`config.mk`:
```
export PLATFORM = sky130hd
export DESIGN_NAME = mdu_scheduler
export DESIGN_NICKNAME = d
export VERILOG_FILES = /design/src/rtl/mdu_scheduler_pkg.sv /design/src/rtl/mdu_busy_counter.sv /design/src/rtl/mdu_scheduler.sv
export SDC_FILE = /design/constraint.sdc
export NUM_CORES = 1
export LEC_CHECK = 0
export BUFFER_PORTS_ARGS = -buffer_cell sky130_fd_sc_hd__buf_2
export CAP_MARGIN = 20
export CORE_AREA = 2 2 73 75
export DETAILED_ROUTE_END_ITERATION = 7
export DIE_AREA = 0 0 75 77
export GPL_ROUTABILITY_DRIVEN = 0
export PLACE_DENSITY_LB_ADDON = 0.25
export SKIP_CTS_REPAIR_TIMING = 1
export SYNTH_ARGS = -nofsm -noshare
export SYNTH_HDL_FRONTEND = slang
export SYNTH_SLANG_ARGS = --single-unit
```
`constraint.sdc`:
```
create_clock -name clock -period 2.52 [get_ports clock]
set_clock_uncertainty 0.1 [all_clocks]
set_input_delay 0.126 -clock clock [delete_from_list [all_inputs] [get_ports clock]]
set_output_delay 0.126 -clock clock [all_outputs]
set_load 0.02 [all_outputs]
```
`src/rtl/mdu_scheduler_pkg.sv`:
```
// Shared MDU definitions: operation encoding, scheduler states,
// default latencies and small decode helpers.
package mdu_scheduler_pkg;

  localparam int MUL_LATENCY_DEF = 5;
  localparam int DIV_LATENCY_DEF = 10;
  localparam int CNT_W           = 4;
  localparam int STALL_CNT_W     = 16;

  typedef enum logic [2:0] {
    MDU_START_SIGNED_MUL   = 3'd0,
    MDU_START_UNSIGNED_MUL = 3'd1,
    MDU_START_SIGNED_DIV   = 3'd2,
    MDU_START_UNSIGNED_DIV = 3'd3,
    MDU_READ_HI            = 3'd4,
    MDU_READ_LO            = 3'd5,
    MDU_WRITE_HI           = 3'd6,
    MDU_WRITE_LO           = 3'd7
  } mdu_operation_t;

  typedef enum logic [1:0] {
    IDLE     = 2'd0,
    MUL_BUSY = 2'd1,
    DIV_BUSY = 2'd2
  } sched_state_t;

  function automatic logic is_mul_start(
    input mdu_operation_t op
  );
    return (op == MDU_START_SIGNED_MUL) ||
           (op == MDU_START_UNSIGNED_MUL);
  endfunction

  function automatic logic is_div_start(
    input mdu_operation_t op
  );
    return (op == MDU_START_SIGNED_DIV) ||
           (op == MDU_START_UNSIGNED_DIV);
  endfunction

  function automatic logic is_hilo_write(
    input mdu_operation_t op
  );
    return (op == MDU_WRITE_HI) ||
           (op == MDU_WRITE_LO);
  endfunction

endpackage

```
`src/rtl/mdu_busy_counter.sv`:
```
// Busy-window down-counter: load, decrement to zero,
// and flag the final busy cycle.
module mdu_busy_counter
  import mdu_scheduler_pkg::*;
(
  input  logic             clock,
  input  logic             reset,
  input  logic             load,
  input  logic [CNT_W-1:0] load_val,
  input  logic             dec,
  output logic [CNT_W-1:0] cnt,
  output logic             is_one
);

  always_ff @(posedge clock or negedge reset) begin
    if (!reset) begin
      cnt <= '0;
    end else if (load) begin
      cnt <= load_val;
    end else if (dec && (cnt != '0)) begin
      cnt <= cnt - 1'b1;
    end
  end

  assign is_one = (cnt == CNT_W'(1));

endmodule

```
`src/rtl/mdu_scheduler.sv`:
```
// Issues MDU start/write strobes and stalls the pipeline
// while a multiply or divide is still producing HI/LO.
module mdu_scheduler
  import mdu_scheduler_pkg::*;
#(
  parameter int MUL_LATENCY = MUL_LATENCY_DEF,
  parameter int DIV_LATENCY = DIV_LATENCY_DEF
) (
  input  logic                   clock,
  input  logic                   reset,
  input  logic                   req_valid,
  input  mdu_operation_t         req_op,
  input  logic                   flush,
  output logic                   mdu_start,
  output logic                   mdu_write,
  output mdu_operation_t         mdu_op,
  output logic                   stall,
  output logic                   busy,
  output logic                   done,
  output logic [STALL_CNT_W-1:0] stall_count
);

  localparam logic [CNT_W-1:0] MUL_LD = CNT_W'(MUL_LATENCY);
  localparam logic [CNT_W-1:0] DIV_LD = CNT_W'(DIV_LATENCY);

  sched_state_t     state;
  sched_state_t     state_nxt;
  logic             accept;
  logic             cnt_load;
  logic [CNT_W-1:0] cnt_load_val;
  logic [CNT_W-1:0] cnt;
  logic             cnt_is_one;

  assign mdu_op = req_op;
  assign busy   = (state != IDLE);

  // reset gates the strobes so nothing leaks out while held
  assign stall  = reset && req_valid && !flush && busy;
  assign accept = reset && req_valid && !flush && !stall;

  assign mdu_start = accept &&
                     (is_mul_start(req_op) ||
                      is_div_start(req_op));
  assign mdu_write = accept && is_hilo_write(req_op);
  assign done      = busy && cnt_is_one;

  always_ff @(posedge clock or negedge reset) begin
    if (!reset) begin
      state <= IDLE;
    end else begin
      state <= state_nxt;
    end
  end

  always_comb begin
    state_nxt    = state;
    cnt_load     = 1'b0;
    cnt_load_val = '0;
    unique case (1'b1)
      (state == IDLE): begin
        if (accept && is_mul_start(req_op)) begin
          state_nxt    = MUL_BUSY;
          cnt_load     = 1'b1;
          cnt_load_val = MUL_LD;
        end else if (accept && is_div_start(req_op)) begin
          state_nxt    = DIV_BUSY;
          cnt_load     = 1'b1;
          cnt_load_val = DIV_LD;
        end
      end
      (state != IDLE): begin
        if (cnt_is_one) begin
          state_nxt = IDLE;
        end
      end
    endcase
  end

  mdu_busy_counter u_cnt (
    .clock    (clock),
    .reset    (reset),
    .load     (cnt_load),
    .load_val (cnt_load_val),
    .dec      (busy),
    .cnt      (cnt),
    .is_one   (cnt_is_one)
  );

  always_ff @(posedge clock or negedge reset) begin
    if (!reset) begin
      stall_count <= '0;
    end else if (stall && (stall_count != '1)) begin
      stall_count <= stall_count + 1'b1;
    end
  end

endmodule

```
Word-level counts from Yosys, hierarchy flattened --
Cells that the tools add are included.
Storage, ports and cells: register bits after elaboration 22, bits of input ports 7, output and inout bits 24, logic and storage cells 49
Cells by class: $add $sub $neg 2, equality and inequality tests 9, multiplexer cells 12, reductions and logical operators 23
Operators with widths (number):
- $mux 4 | 5
- $add 16x1->16 const B | 1
- $ne 16x16->1 const B | 1
- $logic_and 1x1->1 | 11
- $eq 3x2->1 const B | 2
- $eq 3x3->1 const B | 2
- $mux 2 | 3
- $eq 4x1->1 const B | 1
- $logic_or 1x1->1 | 4
- $pmux 2 s2 | 1
- $reduce_bool 2->1 | 2
- $reduce_bool 4->1 | 1
- $sub 4x1->4 const B | 1
- $eq 3x1->1 const B | 1
- $logic_not 3->1 | 1
- $mux 1 | 3
- $ne 3x1->1 const B | 1
- $logic_not 1->1 | 2
- $logic_not 2->1 | 1
- $ne 2x1->1 const B | 1
- $reduce_and 2->1 | 1

Logic depth before layout (Yosys ltp) --
depth in word-level cells 10, mapped depth 6, depth with buffers taken out 6

By module --
A second synthesis with hierarchy kept.
Unflattened totals: cells, all modules 121, area total of the unflattened synthesis 1262.5 µm²
By module, submodules not included:
- mdu_scheduler | instances 1, cells each 92, area an instance 979.7 µm², sequential area each 450.4 µm²
- mdu_busy_counter | instances 1, cells each 29, area an instance 282.8 µm², sequential area each 100.1 µm²

Least setup slack after synthesis --
Ideal clock, no wire load.
kind register -> register, start point reg stall_count[5], end point reg stall_count[15], setup time 0.128 ns, data arrival time 1.800 ns, required time 2.292 ns, path slack 0.492 ns, stages on the path, launching flop included 6, period minus slack after synthesis 2.028 ns, path through dfrtp_1 -> nand4_2 -> or4_1 -> buf_2 -> nor4_2 -> mux2_1
Between the ends: word-level cells in the longest chain between the ends 2, elaborated cells between the ends (all ways) 3, classes of those cells add/sub (1); eq/ne (1); reduce/logical (1)
Ends and longest elaborated chain:
- start, declared | line mdu_scheduler.sv:20 | output logic [STALL_CNT_W-1:0] stall_count
- start signal, assigned | line mdu_scheduler.sv:93 | stall_count <= stall_count + 1'b1;
- parallel branches: the longest is 2 deep, another holds $add 16x1->16
Parallel ways; which one is timed is not known. A chain may end at the register's enable or synchronous reset.

Worst setup path in the final report --
start point in reset, end point reg stall_count[15]
Between the ends: word-level cells in the longest chain between the ends 4
Ends and longest elaborated chain:
- start, declared | line mdu_scheduler.sv:10 | input logic reset,
- $logic_and 1x1->1 (3 in a row) | line mdu_scheduler.sv:38 | assign stall = reset && req_valid && !flush && busy;
- $logic_and 1x1->1 | line mdu_scheduler.sv:92 | end else if (stall && (stall_count != '1)) begin
No other way between the ends.

==> results_dict.tcl <==
set metrics [dict create \
    synth.distinct_cells 33 \
    worst_r2r_path_depth 4 \
    io_pins 31 \
    clock_sinks 22 \
    fin_crit_ns 2.18 \
    synth_area_leaders "dfrtp_1 (45%), xor2_1 (6.4%), xnor2_1 (5.0%), ha_1 (4.1%), nand3_1 (3.3%)" \
    hold_violations 0 \
    r2r_setup_slack_ns 0.49 \
    final_nets 157 \
    die_w_um 75 \
    async_reset_ff_frac 1.00 \
    path_cells "dlygate4sd3_1 > buf_2 > nand3b_1 > or4_1 > nor4_2 > mux2_1" \
    seq_area_frac_synth 0.450 \
    mostFrequentLayoutCells "buf_2 (28), dfrtp_1 (22), xor2_1 (9)" \
    synth_top_area_cell "dfrtp_1" \
    post-route-period-util 0.865 \
    grt_pass1_wl_mm 4.54 \
    required_ns 2.56 \
    row_count 26 \
    grt_use_total 0.0984 \
    syn_nets 128 \
    cts_root_buf "clkbuf_8" \
    hold_depth 2 \
    final_common_cell "buf_2" \
    p_per_area_nw_per_um2 797 \
    slew_headroom 0.711 \
    layout.cells.non_filler 215 \
    slew_viol_final 0 \
    coreArea_um2 4980 \
    critPathLaunchType "input pin" \
    clock_path_buffers 2 \
    clock_latency_ns 0.26 \
    grt-ovfl-total 0 \
    via_per_inst 4.41 \
    min_path_type "in -> reg" \
    path_class "in -> reg" \
    port_buffers 28 \
    holdWs_ns 0.0227 \
    synth_seq_cells 22 \
    worst_pin_slew_ns 0.430 \
    synth_top_flop_cell "dfrtp_1" \
    dp_cells 210 \
    dieArea_um2 5780 \
    drv_cap 0 \
    drive_gt1_frac 0.297 \
    initial_core_util 0.246 \
    area.growth.synth_to_final_pct 21.7 \
    drt_pass1_iterations 4 \
    dpl_cell_area_um2 1420 \
    drt-initial-drc-count 19 \
    min_to "u_cnt.cnt[2]" \
    timing.final.setup_violations 0 \
    tritoncts "built" \
    synth_warnings 0 \
    h-tree-depth 1 \
    antenna_found_initial 0 \
    post_drt_wl_per_cell_um 12.3 \
    stdcell_area_um2 1490 \
    crit_arrival_ns 2.22 \
    numCtsBuffers 3 \
    remaining_drc_errors 0 \
    grt_pass1_vias 965 \
    dp_hpwl_mm 2.02 \
    synth_top_cell_area_share 0.450 \
    timing.rr.end "stall_count[15]" \
    clkTransAtPathRegs_ns 0.08 \
    ant_nets 0 \
    postSynthCellCount 117 \
    vdd_ir_drop_max_v 0.000408 \
    r2r_start "stall_count[5]" \
    crit_buf_inv 2 \
    cp_max_fo 6 \
    synth_area_um2 1220 \
    wl_mm 2.65 \
    clock.fmax_mhz 459 \
    rsz0062_at_grt "false" \
    cp-end-kind "flip-flop" \
    synth_edf_count 0 \
    crit_family "simple AND/OR/NAND/NOR gates" \
    insertedDiodeCount 0 \
    hold_start "req_op[1]" \
    syn_avg_cell_area_um2 10.4 \
    die_y_um 77 \
    setup-tns-final_ns 0 \
    vias 948 \
    slowest_delay_ns 0.65 \
    slowest_stage "or4_1" \
    grt_start_max_net_pins 23 \
    status "completed" \
    leakage_uw 0.000757 \
]
[worst max-delay path by stage]
stage                     cells past startpoint      startpoint              end  slack, ns
after floorplan                               5  stall_count[5]  stall_count[15]       0.49
after global placement                        4  stall_count[9]  stall_count[15]       0.52
after detailed placement                      4  stall_count[6]  stall_count[15]       0.49
after CTS                                     5        state[1]        mdu_start       0.34
after global routing                          5        state[1]        mdu_start       0.21
final                                         6           reset  stall_count[15]       0.34
[cells in the mapped netlist, types with 2 or more instances]
cell type / n
a211oi_1: 2
a21oi_1: 3
buf_4: 3
clkbuf_1: 2
dfrtp_1: 22
ha_1: 4
inv_1: 8
mux2_2: 3
mux2i_1: 2
nand2_1: 6
nand3_1: 8
nand4_1: 2
nand4_2: 2
nor2_1: 5
nor3_1: 8
nor4_1: 3
nor4_2: 2
or3_1: 2
or4_1: 2
xnor2_1: 7
xor2_1: 9
[logic make-up after synthesis]
| logic type | Yosys count | synth area share |
|---|---|---|
| AOI/OAI and AO/OA | 7 | 0.0379 |
| xor gates and xnor gates | 16 | 0.115 |
| adders and majority gates | 4 | 0.0409 |
| buffers and inverters | 15 | 0.0563 |
| DFF | 22 | 0.450 |
| muxes | 6 | 0.0532 |
| and+or+nand+nor | 47 | 0.247 |
[worst register-to-register path: cells and delay by family (launching register included)]
family / cells / cell delay (ns)
simple gates: 3 / 1.01
flops: 1 / 0.45
mux: 1 / 0.34
[sequential cells by signal, summed over array words and instances (netlist names)]
signal       cells
stall_count     16
state            2
u_cnt.cnt        4
[layout make-up]
class | instances | area [µm²]
Tap cell | 70 | 87.6
Timing Repair Buffer | 30 | 158
Inverter | 9 | 33.8
Multi-Input combinational cell | 80 | 603
Clock buffer | 4 | 55.1
Sequential cell | 22 | 551
Fill cell | 531 | 3490
[stage by stage]
step	power (µW)	worst slack, ns	util
finish	1190	0.341	0.299
global route	1280	0.205	0.299
CTS	1200	0.336	0.297
detailed placement	946	0.494	0.286
global placement	933	0.516	0.286
floorplan	821	0.492	-
[metal layers]
metal / share of wire / routed length (µm) / vias to the layer above / GRT usage
li1: - / - / 465 / -
met1: 0.50 / 1320 / 457 / 0.142
met2: 0.44 / 1170 / 24 / 0.145
met3: 0.050 / 131 / 2 / 0.0210
met4: 0.0087 / 23 / 0 / 0.0321
met5: 0 / 0 / - / 0
[report_power, final]
part	switching [µW]	total, µW	leakage (µW)	internal [µW]
registers	83.3	519	0.000278	435
logic	238	417	0.000450	179
clock network	111	250	0.0000288	139
Note: power is estimated with default switching activity, not from simulation.
